$ cat src/rtl/bus_reader.sv
// rtl/bus_reader.sv - round-robin reader for a shared tristate bus: grant, settle, sample, hand off
module bus_reader #(
    parameter int N = 8,
    parameter int M = 4,
    parameter int W = $clog2(M)
) (
    input  logic         clk,
    input  logic         rst,
    input  logic [M-1:0] req,
    output logic [M-1:0] en,
    input  logic [N-1:0] bus,
    output logic [N-1:0] data_out,
    output logic [W-1:0] src,
    output logic         valid,
    input  logic         ready
);

    typedef enum logic [1:0] {
        IDLE,
        GRANT,
        SAMPLE,
        OUT
    } state_t;

    state_t         state_q, state_d;
    logic [M-1:0]   en_q, en_d;
    logic [N-1:0]   data_q, data_d;
    logic [W-1:0]   src_q, src_d;
    logic [W-1:0]   last_q, last_d;
    logic [W-1:0]   grant_q, grant_d;
    logic           valid_q, valid_d;

    logic           win_found;
    logic [W-1:0]   win_idx;

    // First requester strictly after the last winner, wrapping around.
    always_comb begin
        int cand;
        win_found = 1'b0;
        win_idx   = '0;
        cand      = 0;
        for (int k = 1; k <= M; k++) begin
            cand = (int'(last_q) + k) % M;
            if (!win_found && req[cand[W-1:0]]) begin
                win_found = 1'b1;
                win_idx   = cand[W-1:0];
            end
        end
    end

    always_comb begin
        state_d = state_q;
        en_d    = en_q;
        data_d  = data_q;
        src_d   = src_q;
        last_d  = last_q;
        grant_d = grant_q;
        valid_d = valid_q;
        case (state_q)
            IDLE: begin
                en_d = '0;
                if (win_found) begin
                    en_d[win_idx] = 1'b1;
                    grant_d       = win_idx;
                    last_d        = win_idx;
                    state_d       = GRANT;
                end
            end
            GRANT: begin
                state_d = SAMPLE;
            end
            SAMPLE: begin
                data_d  = bus;
                src_d   = grant_q;
                en_d    = '0;
                valid_d = 1'b1;
                state_d = OUT;
            end
            OUT: begin
                // Returning through IDLE gives the bus one undriven turnaround cycle.
                if (ready) begin
                    valid_d = 1'b0;
                    state_d = IDLE;
                end
            end
            default: begin
                en_d    = '0;
                valid_d = 1'b0;
                state_d = IDLE;
            end
        endcase
    end

    always_ff @(posedge clk) begin
        if (rst) begin
            state_q <= IDLE;
            en_q    <= '0;
            data_q  <= '0;
            src_q   <= '0;
            last_q  <= W'(M - 1);
            grant_q <= '0;
            valid_q <= 1'b0;
        end else begin
            state_q <= state_d;
            en_q    <= en_d;
            data_q  <= data_d;
            src_q   <= src_d;
            last_q  <= last_d;
            grant_q <= grant_d;
            valid_q <= valid_d;
        end
    end

    assign en       = en_q;
    assign data_out = data_q;
    assign src      = src_q;
    assign valid    = valid_q;

endmodule

$ cat config.mk
export PLATFORM = sky130hd
export DESIGN_NAME = bus_reader
export DESIGN_NICKNAME = d
export VERILOG_FILES = /design/src/rtl/bus_reader.sv
export SDC_FILE = /design/constraint.sdc
export NUM_CORES = 1
export LEC_CHECK = 0
export ABC_AREA = 1
export BUFFER_PORTS_ARGS = -buffer_cell sky130_fd_sc_hd__buf_2
export CORE_MARGIN = 1
export CORE_UTILIZATION = 50
export DETAILED_ROUTE_END_ITERATION = 8
export GPL_TIMING_DRIVEN = 0
export PLACE_DENSITY = 0.88
export SLEW_MARGIN = 40
export SYNTH_ARGS = -nofsm -noshare
export SYNTH_HDL_FRONTEND = slang
export SYNTH_SLANG_ARGS = --single-unit
export TNS_END_PERCENT = 20
$ cat constraint.sdc
create_clock -name clk -period 1.9 [get_ports clk]
set_input_delay 0.38 -clock clk [delete_from_list [all_inputs] [get_ports clk]]
set_output_delay 0.38 -clock clk [all_outputs]
set_load 0.02 [all_outputs]
==> reports/qor.yml, run 1 <==
run_status:
  outcome: "complete, no violations"
finish:
  nets: 208
  area_delta_synth_final_pct: 18.9
  drive_gt1_share_pct: 29.1
  antenna_cells: 0
setup_path:
  r2r_end: "last_q[1]"
  worstPathRequired_ps: 2080
  end_kind: "register"
  crit_fanout: 9
  arrival_ps: 1730
  worst_r2r_path_depth: 12
  worstSetupStartpoint: "last_q[0]"
  rrSetupSlack_ps: 350
  crit_path_end: "last_q[1]"
  r2r_start: "last_q[0]"
  criticalPathCategory: "reg2reg"
  crit_path_start_kind: "register"
timing:
  setup_viol: 0
  worst_slack_ps: 353
  slew_viol_final: 0
  holdWs_ps: 289
  relSlewSlack_pct: 70.9
  skew_ps: 6.26
  rsz0062_at_grt: "no"
  clock.fmax_mhz: 646
  fin_tns_setup_ps: 0
  worst_slew_pin_slew_ps: 437
  hold_viol: 0
  period_share_pct: 81.4
  fin_crit_ps: 1550
pwr:
  finalPower_mw: 2.20
  leakage_nw: 0.696
  ir_worst_vdd_mv: 0.980
  power_density_nw_per_um2: 1700
drt:
  drc: 0
  vias: 1052
  avgRoutedWirePerCell_um: 9.68
  routed_wl_um: 2090
  first_iter_violations: 17
  vias_per_cell: 4.87
  firstDrtPassIters: 4
  ant_nets: 0
clock_tree:
  clk_latency_ps: 310
  cts_htree_levels: 1
  postCtsSetupRepairBufs: 0
  path_clk_slew_ps: 110
  cts.path.max_buffers: 2
  cts.sinks: 21
  hold_buffers: 0
  clockRootBuffer: "clkbuf_4"
  cts_tree: "yes"
  cts_resized: 0
  cts_buffers: 3
place:
  place_congestion: 0.802
  pre_cts_ws_ps: 376
  dp_hpwl_um: 1640
  port_buffers: 29
grt:
  grt_pass1_vias: 972
  antenna_found_initial: 0
  grt_usage_pct: 19.6
  grt_first_pass_wirelength_um: 3680
  grt_max_degree: 12
  overflow: 0
worst_hold_path:
  hold_path.class: "in2reg"
  min-delay-start: "bus[3]"
floorplan:
  fp.dieW_um: 48.6
  die_height_um: 48.6
  ios: 30
  core-area_um2: 2000
  die_area_um2: 2360
  start_util_pct: 54.3
  std_cell_rows: 16
logic_synthesis:
  synth_area_leaders: "dfxtp_1 (39%), nand2_1 (14%), nor2_1 (7.9%)"
  yosysMostFrequentCell: "nand2_1"
  ys_warn_count: 0
  synth_ff_type: "dfxtp_1"
  synthTopCellsByCount: "nand2_1 (41), nor2_1 (23), dfxtp_1 (21), o21ai_0 (12), inv_1 (11)"
  postSynthCellCount: 156
  postSynthNetCount: 174
  ys_ff_latch: 21
  yosysSeqAreaShare_pct: 38.7
  synth_top_area_cell: "dfxtp_1"
  async_flop_share_pct: 0
  yosysTopAreaCellShare_pct: 38.7
  synth_edf_count: 0
  netlist-cell-type-count: 21
  netlist_area_um2: 1090
  syn_avg_cell_area_um2: 6.97
run:
  maxCapViolCount: 0
critical path: stages, from the launching register on:
cell,delay (ps)
dfxtp_1,350
buf_6,150
inv_8,50
nand2_1,70
nand2_1,80
nand2_1,70
nand2_1,90
nor2_4,150
nand3_2,100
nand2_2,90
inv_2,50
nand2_1,80
o211ai_1,90
cells in the final DEF (no fill, tap or decap), drive strengths merged, types with 3 or more instances in the layout:
cell type / n
nand2: 53
buf: 30
nor2: 26
dfxtp: 21
inv: 14
o21ai: 12
a21oi: 9
nand3: 9
clkbuf: 7
ha: 3
cell families (layout without fill, tap and decap cells):
logic type / after synthesis / in the layout / share of synthesized area (%)
flops: 21 / 21 / 38.7
fa+ha+maj: 3 / 3 / 3.45
simple gates: 89 / 89 / 38.2
compound gates: 24 / 24 / 11.6
buf+inv: 19 / 52 / 8.05
area by class of cell:
class,count,area [µm²]
fillers,179,709
multi-input cells,116,579
flip-flops and latches,21,420
repair buffers,29,145
inverters,15,65.1
well taps,27,33.8
clock buffers,4,26.3
plain buffers,4,22.5
state kept, by name, indices dropped and copies added, names as in the netlist:
register  flops
valid         1
en            4
data_out      8
last_q        2
state_q       2
grant_q       2
src           2
layer usage:
layer	vias to the layer above	global-route usage, %	wire length [µm]
met5	-	0	0
met3	2	4.72	94
met4	0	8.82	21
li1	557	-	-
met1	458	22.5	980
met2	35	34.0	995
power by group:
group	total, mW	switching [mW]	internal (mW)
Clock	0.216	0.134	0.0821
Sequential	0.687	0.0881	0.599
Combinational	1.29	0.854	0.440
Total	2.20	1.08	1.12
how the worst min path moves through the flow:
stage,end,slack [ps],cells past startpoint
6_report,data_out[3],290,3
5_1_grt,data_out[5],280,3
4_1_cts,data_out[0],280,3
3_5_place_dp,grant_q[0],460,2
3_3_place_gp,en[1],450,2
2_1_floorplan,grant_q[0],440,2
metrics by stage:
stage                     std cells  util [%]  cell area, µm²
after global routing            216      64.6            1290
final                           216      64.6            1290
after CTS                       216      64.6            1290
after detailed placement        212      63.2            1270
after global placement          212      63.2            1270
after floorplan                 156         -            1090
No activity file was read; power rests on OpenSTA's default activity.
==> run 2, diff against run 1 <==
--- a/config.mk
+++ b/config.mk
@@ -8,10 +8,10 @@
 export ABC_AREA = 1
 export BUFFER_PORTS_ARGS = -buffer_cell sky130_fd_sc_hd__buf_2
 export CORE_MARGIN = 1
-export CORE_UTILIZATION = 50
+export CORE_UTILIZATION = 45
 export DETAILED_ROUTE_END_ITERATION = 8
 export GPL_TIMING_DRIVEN = 0
-export PLACE_DENSITY = 0.88
+export PLACE_DENSITY = 0.84
 export SLEW_MARGIN = 40
 export SYNTH_ARGS = -nofsm -noshare
 export SYNTH_HDL_FRONTEND = slang
==> constraint.sdc (replaced) <==
create_clock -name clk -period 1.3 [get_ports clk]
set_input_delay 0.26 -clock clk [delete_from_list [all_inputs] [get_ports clk]]
set_output_delay 0.26 -clock clk [all_outputs]
set_load 0.02 [all_outputs]
==> run 2 against run 1 <==
Effect of this change: the flow now finishes with violations (setup timing); critical path depth shrank 2; wire length increased by 27%; sequential share of layout area down 3.8 points; sequential power increased by 48%; register-to-register slack worse by 610 ps; worst setup slack worse by 610 ps; die area grew 11%; design area is 15% higher; power grew 78%; flip-flop and latch count unchanged; largest power group unchanged.
==> reports/qor.yml, run 2 (synthesis gave the netlist of run 1 again) <==
place:
  dp_hpwl_um: 1670
  place_congestion: 0.763
  port_buffers: 29
  placed_area_um2: 1280
  pre_cts_ws_ps: -197
drt:
  avgRoutedWirePerCell_um: 12.0
  routed_wl_um: 2650
  vias_per_cell: 5.07
  firstDrtPassIters: 6
  ant_nets: 0
  vias: 1115
  first_iter_violations: 19
  drc: 0
clock_tree:
  cts_htree_levels: 1
  cts.sinks: 21
  path_clk_slew_ps: 120
  clk_latency_ps: 310
  cts_buffers: 3
  clockRootBuffer: "clkbuf_4"
  cts_tree: "yes"
  cts.path.max_buffers: 2
setup_path:
  crit_path_start_kind: "register"
  worstPathRequired_ps: 1560
  criticalPathCategory: "reg2reg"
  end_kind: "register"
  arrival_ps: 1810
  crit_fanout: 7
timing:
  clock.fmax_mhz: 643
  worst_slew_pin_slew_ps: 347
  relSlewSlack_pct: 76.9
  hold_viol: 0
  worst_slack_ps: -254
  period_share_pct: 120
  skew_ps: 9.07
  rsz0062_at_grt: "yes"
  slew_viol_final: 0
  fin_tns_setup_ps: -2120
  fin_crit_ps: 1550
  setup_viol: 10
pwr:
  switching_share_pct: 51.4
  p_clk_share_pct: 8.3
  finalPower_mw: 3.90
  power_density_nw_per_um2: 2630
  power_frac_comb_pct: 65.6
  ir_worst_vdd_mv: 1.44
  leakage_nw: 0.756
  p_sw_mw: 2.01
  internal-power_mw: 1.90
  seqPwrFrac_pct: 26.1
floorplan:
  die_height_um: 51.2
  start_util_pct: 48.2
  ios: 30
  die_area_um2: 2620
  core-area_um2: 2250
  std_cell_rows: 17
  fp.dieW_um: 51.2
finish:
  mostFrequentLayoutCell: "buf_2"
  most-common-layout-cells: "buf_2 (30), nand2_1 (24), nor2_1 (21)"
  area_delta_synth_final_pct: 36.2
  drive_gt1_share_pct: 46.4
  post-route-util_pct: 65.7
  nets: 211
  stdcell_area_um2: 1480
  antenna_cells: 0
  largest_reg_flops: 8
grt:
  grt_max_degree: 14
  grt_usage_pct: 19.9
  grt_pass1_vias: 956
  antenna_found_initial: 0
  overflow: 0
  grt_first_pass_wirelength_um: 3890
run_status:
  outcome: "finished with violations"
  violations: "setup timing"
worst_hold_path:
  hold_path.class: "in2reg"
run:
  maxCapViolCount: 0
run 2: cell count changes in the layout (fill, tap and decap cells not counted), moves of 3 or more:
| cell | change |
|---|---|
| nand2_4 | +11 |
| nand3_4 | +3 |
| nand3_1 | -3 |
| nand2_1 | -17 |
| inv_1 | -3 |
| buf_4 | +3 |
| nand2_2 | +6 |
run 2: per-layer routing:
| metal | vias up | global-route usage, % | part of all wire, % |
|---|---|---|---|
| li1 | 565 | - | - |
| met1 | 511 | 22.3 | 42 |
| met2 | 32 | 36.4 | 51 |
| met3 | 7 | 5.36 | 4.9 |
| met4 | 0 | 5.56 | 2.1 |
| met5 | - | 0 | 0 |
run 2: cell type report:
type / instances / area, µm²
buffer: 4 / 23.8
inverter: 15 / 67.6
multi-input combinational: 116 / 732
timing repair buffer: 32 / 168
clock buffer: 3 / 22.5
fill: 190 / 773
clock inverter: 1 / 7.51
sequential: 21 / 425
tap: 28 / 35.0
run 2: worst paths after layout:
path | startpoint | end | slack [ps] | depth (start not counted)
worst max-delay path | last_q[1] | state_q[1] | -250 | 10
worst min-delay path | bus[5] | data_out[5] | 160 | 3
worst max register to register | last_q[1] | state_q[1] | -250 | 10
worst min register to register | grant_q[1] | grant_q[1] | 480 | 2
run 2: critical path: stages (launching register included):
cell     delay (ps)
dfxtp_4         430
inv_4            70
nand2_1         120
nand2_4          90
nand2_4          70
nand2_4          60
nor2_4          180
nand4_1         180
nand2_2         130
o21ai_1          60
a21oi_1         110
run 2: power groups by stage:
stage               Sequential, mW  Combinational [mW]  Clock [mW]
finish                        1.02                2.56       0.323
global route                  1.05                2.77       0.357
CTS                           1.01                2.15       0.332
detailed placement            1.02                1.96           0
global placement              1.01                1.88           0
floorplan                     1.20                1.36           0
run 2: stage by stage:
| stage | hold slack (ps) | instances |
|---|---|---|
| 2_1_floorplan | 329 | 156 |
| 3_3_place_gp | 449 | 213 |
| 3_5_place_dp | 461 | 213 |
| 4_1_cts | 150 | 220 |
| 5_1_grt | 146 | 220 |
| 6_report | 159 | 220 |
run 2: timing repair:
action / CTS / global route
pin swaps: 11 / 17
gates cloned: 0 / 0
setup endpoints to repair: 20 / 20
hold buffers: 0 / 0
buffers inserted: 3 / 0
gates resized for setup: 16 / 25
